## config.mk

```make
export PLATFORM = sky130hd
export DESIGN_NAME = inst_fetch
export DESIGN_NICKNAME = d
export VERILOG_FILES = /design/src/rtl/inst_fetch.sv
export SDC_FILE = /design/constraint.sdc
export NUM_CORES = 1
export LEC_CHECK = 0
export ABC_AREA = 1
export BUFFER_PORTS_ARGS = -buffer_cell sky130_fd_sc_hd__buf_2
export CAP_MARGIN = 15
export CORE_MARGIN = 2
export CORE_UTILIZATION = 58
export CTS_CLUSTER_SIZE = 24
export DETAILED_ROUTE_END_ITERATION = 10
export GPL_ROUTABILITY_DRIVEN = 0
export GPL_TIMING_DRIVEN = 0
export MAX_ROUTING_LAYER = met4
export PLACE_DENSITY_LB_ADDON = 0.05
export SYNTH_ARGS = -nofsm -noshare
export SYNTH_HDL_FRONTEND = slang
export SYNTH_SLANG_ARGS = --single-unit
export TNS_END_PERCENT = 30
```

## constraint.sdc

```tcl
create_clock -name clk -period 2.7 [get_ports clk]
set_clock_uncertainty 0.1 [all_clocks]
set_input_delay 0.27 -clock clk [delete_from_list [all_inputs] [get_ports clk]]
set_output_delay 0.27 -clock clk [all_outputs]
set_load 0.02 [all_outputs]
```

## src/rtl/inst_fetch.sv

```systemverilog
// Instruction-fetch stage: issues pc to instruction memory and pairs in-order responses
// with their addresses in a small circular buffer before handing {pc, inst} to decode.
module inst_fetch #(
  parameter int ADDR_W = 32,
  parameter int DATA_W = 32,
  parameter int DEPTH  = 4
) (
  input  logic              clk,
  input  logic              rst,
  input  logic [ADDR_W-1:0] pc,
  input  logic              ce,
  input  logic              flush,
  output logic              stallreq,
  output logic              imem_req_valid,
  output logic [ADDR_W-1:0] imem_req_addr,
  input  logic              imem_req_ready,
  input  logic              imem_resp_valid,
  input  logic [DATA_W-1:0] imem_resp_data,
  output logic              if_valid,
  output logic [ADDR_W-1:0] if_pc,
  output logic [DATA_W-1:0] if_inst,
  input  logic              id_ready
);

  localparam int PTR_W = $clog2(DEPTH);
  localparam int CNT_W = PTR_W + 1;

  logic [PTR_W-1:0]  r_head;
  logic [PTR_W-1:0]  r_tail;
  logic [PTR_W-1:0]  r_fill;
  logic [CNT_W-1:0]  r_count;
  logic [CNT_W-1:0]  r_pending;
  logic [ADDR_W-1:0] r_slotPc   [DEPTH];
  logic [DATA_W-1:0] r_slotInst [DEPTH];
  logic [DEPTH-1:0]  r_filled;
  logic [DEPTH-1:0]  r_killed;

  logic w_accept;
  logic w_respHit;
  logic w_headReady;
  logic w_pop;

  // Responses arrive in order, so filled slots always form a prefix starting at head;
  // r_fill / r_pending track the oldest occupied slot still waiting for its word.
  assign w_respHit   = imem_resp_valid & (r_pending != '0);
  assign w_headReady = (r_count != '0) & r_filled[r_head];

  assign imem_req_valid = rst & ce & ~flush & (r_count < CNT_W'(DEPTH));
  assign imem_req_addr  = pc;
  assign w_accept       = imem_req_valid & imem_req_ready;
  assign stallreq       = rst & ce & ~flush & ~w_accept;

  assign if_valid = rst & ~flush & w_headReady & ~r_killed[r_head];
  assign if_pc    = r_slotPc[r_head];
  assign if_inst  = r_slotInst[r_head];

  // Killed words retire silently, one per cycle, without ever reaching decode.
  assign w_pop = w_headReady & (r_killed[r_head] | (if_valid & id_ready));

  always_ff @(posedge clk or negedge rst) begin
    if (!rst) begin
      r_head    <= '0;
      r_tail    <= '0;
      r_fill    <= '0;
      r_count   <= '0;
      r_pending <= '0;
    end else begin
      if (w_accept) begin
        r_tail <= r_tail + PTR_W'(1);
      end
      if (w_respHit) begin
        r_fill <= r_fill + PTR_W'(1);
      end
      if (w_pop) begin
        r_head <= r_head + PTR_W'(1);
      end
      r_count   <= r_count + {{(CNT_W-1){1'b0}}, w_accept} - {{(CNT_W-1){1'b0}}, w_pop};
      r_pending <= r_pending + {{(CNT_W-1){1'b0}}, w_accept} - {{(CNT_W-1){1'b0}}, w_respHit};
    end
  end

  // Tail and the fill target never coincide: tail is free, the fill target is occupied.
  always_ff @(posedge clk or negedge rst) begin
    if (!rst) begin
      r_filled <= '0;
      r_killed <= '0;
    end else begin
      if (w_accept) begin
        r_filled[r_tail] <= 1'b0;
      end
      if (w_respHit) begin
        r_filled[r_fill] <= 1'b1;
      end
      if (flush) begin
        r_killed <= '1;
      end else if (w_accept) begin
        r_killed[r_tail] <= 1'b0;
      end
    end
  end

  always_ff @(posedge clk or negedge rst) begin
    if (!rst) begin
      for (int i = 0; i < DEPTH; i++) begin
        r_slotPc[i]   <= '0;
        r_slotInst[i] <= '0;
      end
    end else begin
      if (w_accept) begin
        r_slotPc[r_tail] <= pc;
      end
      if (w_respHit) begin
        r_slotInst[r_fill] <= imem_resp_data;
      end
    end
  end

endmodule

```

==> flow_summary.ini <==
[routing]
drtIter0Drc = 873
wl_mm = 35.2
via_per_inst = 5.52
route.met2.wl_mm = 17.6
wl_met3_mm = 2.14
postRouteAntennaNets = 0
wl_per_cell_um = 17.7
dr.pass1.iters = 5
vias = 11000
wl_met1_mm = 14.6
drc = 0
dr.max_layer_used = met4

[power]
ir_drop_v = 0.000808
p_int_uw = 11300
clockPowerShare = 0.206
power_density_nw_per_um2 = 1210
pwr-share-seq = 0.361
comb_power_share = 0.433
power.total_uw = 19300
switching_share = 0.413
switchingPower_uw = 7960
leakage_uw = 0.00798

[final_layout]
post-route-cell-area_sq_um = 15900
final_common_cell = o21ai_0
nNetsFinal = 1777
areaGrowthSynthToFinish_pct = 26.3
drive_above_1_share = 0.236
final_cell_mix = o21ai_0 (298), nand2_1 (282), dfrtp_1 (276)
multiInputGateArea_sq_um = 4530
nFillCells = 1586
antennaDiodeCount = 0
final-seq-area_sq_um = 6910

[yosys]
syn_area_per_cell_sq_um = 8.93
yosysSeqAreaShare = 0.550
synth-seq-cells = 276
netlist_area_sq_um = 12600
synth_xor_area_frac = 0.00488
synth_mux_area_frac = 0
synth_compound_area_frac = 0.205
synthAdderAreaFrac = 0.0151
synth_fp_nets = 1492
synthCells = 1407
synth_top_family_by_area = compound AO/OA/AOI/OAI gates
ys_warn_count = 0
yosys.area.top_type = dfrtp_1
synth-simple-area-share = 0.133
synth.distinct_cells = 27
synth_top_area_frac = 0.550
synth_area_leaders = dfrtp_1 (55%), o21ai_0 (12%), nand2_1 (8.5%), nor2_1 (3.9%), o21ai_2 (3.5%)

[global_routing]
grt_usage = 0.326
grt_pass1_wl_mm = 56.5
grt-ovfl-total = 0
grt_pass1_vias = 10900
antenna_found_initial = 0
grt_max_degree = 66

[timing]
tightest_slew_ps = 560
slew_violations = 0
slew_headroom = 0.627
fin_crit_sh = 0.963
max_freq_mhz = 384
hold_viol_final = 0
finalSetupViolations = 0
setup_tns_ps = 0
rsz0062_at_grt = yes
period_needed_ps = 2600

[placed_design]
dpl-instance-area_sq_um = 13800
dpl.hpwl_mm = 21.6
port_buffers = 169

[clock_tree]
path_clk_slew_ps = 60
clock_sinks = 276
worstSkewPairLatency_ps = 550
htree_levels = 1
numCtsBuffers = 29
ctsRootBufferMaster = clkbuf_16
cts_tree = done
cts.path.max_buffers = 3

[floorplan]
ioPinCount = 170
initial_core_util = 0.594
fp.coreArea_sq_um = 21200
dieArea_sq_um = 22900
fp-row-count = 53
die_h_um = 151
die_w_um = 151

[run_status]
run_status = completed

[critical_path]
worstPathCellList = buf_6 > buf_6 > o211ai_1 > nand2_1 > o21bai_4 > nand2_2 > inv_1 > ha_1 > inv_1 > ha_1 > inv_1 > fa_1 > xnor2_1
cpPeakStageDelay_ps = 370
cpLargestDelayFamily = adder cells
worst_path_most_repeated_cell = inv_1
path_depth = 13
rr_worst_depth = 13
crit_path_max_fanout = 10
end_kind = flip-flop
crit_path_start_kind = flip-flop
critPathKind = flip-flop to flip-flop
cpMaxStageDelayCell = dfrtp_1
cp.required_ps = 3030
crit_buf_inv = 5
critical_path_arrival_ps = 2930

[flow_run]
cap_violations = 0

[worst_hold_path]
whs_path_depth = 3
hp-class = input port to flip-flop
-- path summary, 6_finish.rpt --
| check | endpoint | startpoint | slack [ps] |
|---|---|---|---|
| min reg2reg | r_filled[0]$_DFF_PN0_ | r_filled[0]$_DFF_PN0_ | 370 |
| max in group asynchronous | r_slotPc[66]$_DFFE_PN0P_ | rst | 1410 |
| max reg2reg | r_count[2]$_DFF_PN0_ | r_head[0]$_DFFE_PN0P_ | 100 |
| max | r_count[2]$_DFF_PN0_ | r_head[0]$_DFFE_PN0P_ | 100 |
| min in group asynchronous | r_slotInst[15]$_DFFE_PN0P_ | rst | 190 |
| min | r_slotPc[109]$_DFFE_PN0P_ | pc[13] | 10 |
-- repair_timing --
action,in CTS,in global routing
gates resized for setup,35,29
setup endpoints to repair,72,62
pin swaps,1,6
endpoints found under the hold margin,344,0
hold buffers,75,0
setup buffers,0,5
cloned,3,0
-- registers in the layout, summed over array words and instances (netlist names), 3 cells and up --
signal      count
r_slotInst    128
r_slotPc      128
r_filled        4
r_killed        4
r_count         3
r_pending       3
-- logic make-up after synthesis --
logic type | Yosys count
AOI/OAI and AO/OA | 459
and+or+nand+nor | 427
DFF | 276
buffers and inverters | 224
adders and majority gates | 14
xor gates and xnor gates | 7
-- power by group through the flow --
stage	sequential [uW]	combinational (uW)	clock, uW
after floorplan	6730	5510	0
after CTS	6920	8210	3990
final	6960	8350	3960
after global routing	7160	9300	4150
after detailed placement	6950	7940	0
after global placement	6900	7750	0
-- synth_stat cells --
| library cell | instances |
|---|---|
| nand2_4 | 5 |
| a21oi_1 | 1 |
| o21ai_0 | 298 |
| clkbuf_1 | 49 |
| nor4_1 | 1 |
| buf_1 | 2 |
| ha_1 | 12 |
| o211ai_1 | 1 |
| inv_1 | 91 |
| dfrtp_1 | 276 |
| fa_1 | 2 |
| o21bai_1 | 1 |
| buf_4 | 32 |
| o21ai_1 | 43 |
| inv_6 | 1 |
| inv_2 | 1 |
| xor2_1 | 4 |
| xnor2_1 | 3 |
| o21ai_2 | 50 |
| o22ai_1 | 64 |
| nor2_1 | 131 |
| o31ai_2 | 1 |
| buf_2 | 26 |
| nand3_1 | 5 |
| nor4_4 | 1 |
| nand2_1 | 284 |
| buf_6 | 22 |
-- stage by stage --
stage                     hold slack, ps   util  setup WS, ps  std cells
after global routing                33.9  0.750         -24.6       1988
after global placement               352  0.650         -4960       1851
final                               12.9  0.750          98.7       1988
after detailed placement             149  0.653         -1140       1853
after floorplan                     -126      -           308       1407
after CTS                           1.27  0.746          2.96       1983
-- cell type report --
| class | instances | share of cell area |
|---|---|---|
| flip-flops and latches | 276 | 0.435 |
| multi-input cells | 907 | 0.285 |
| repair buffers | 254 | 0.120 |
| plain buffers | 131 | 0.0556 |
| clock buffers | 41 | 0.0523 |
| inverters | 93 | 0.0225 |
| well taps | 275 | 0.0217 |
| clock inverters | 11 | 0.00686 |
-- worst min-delay path: stages --
cell and delay, ps:
buf_2 100, inv_1 110, o21ai_2 140
-- routing by layer --
layer / global-route usage / vias up
li1: - / 5167
met1: 0.428 / 5313
met2: 0.537 / 429
met3: 0.0410 / 70
met4: 0.0944 / 0
met5: - / -
Note: power is estimated with default switching activity, not from simulation.
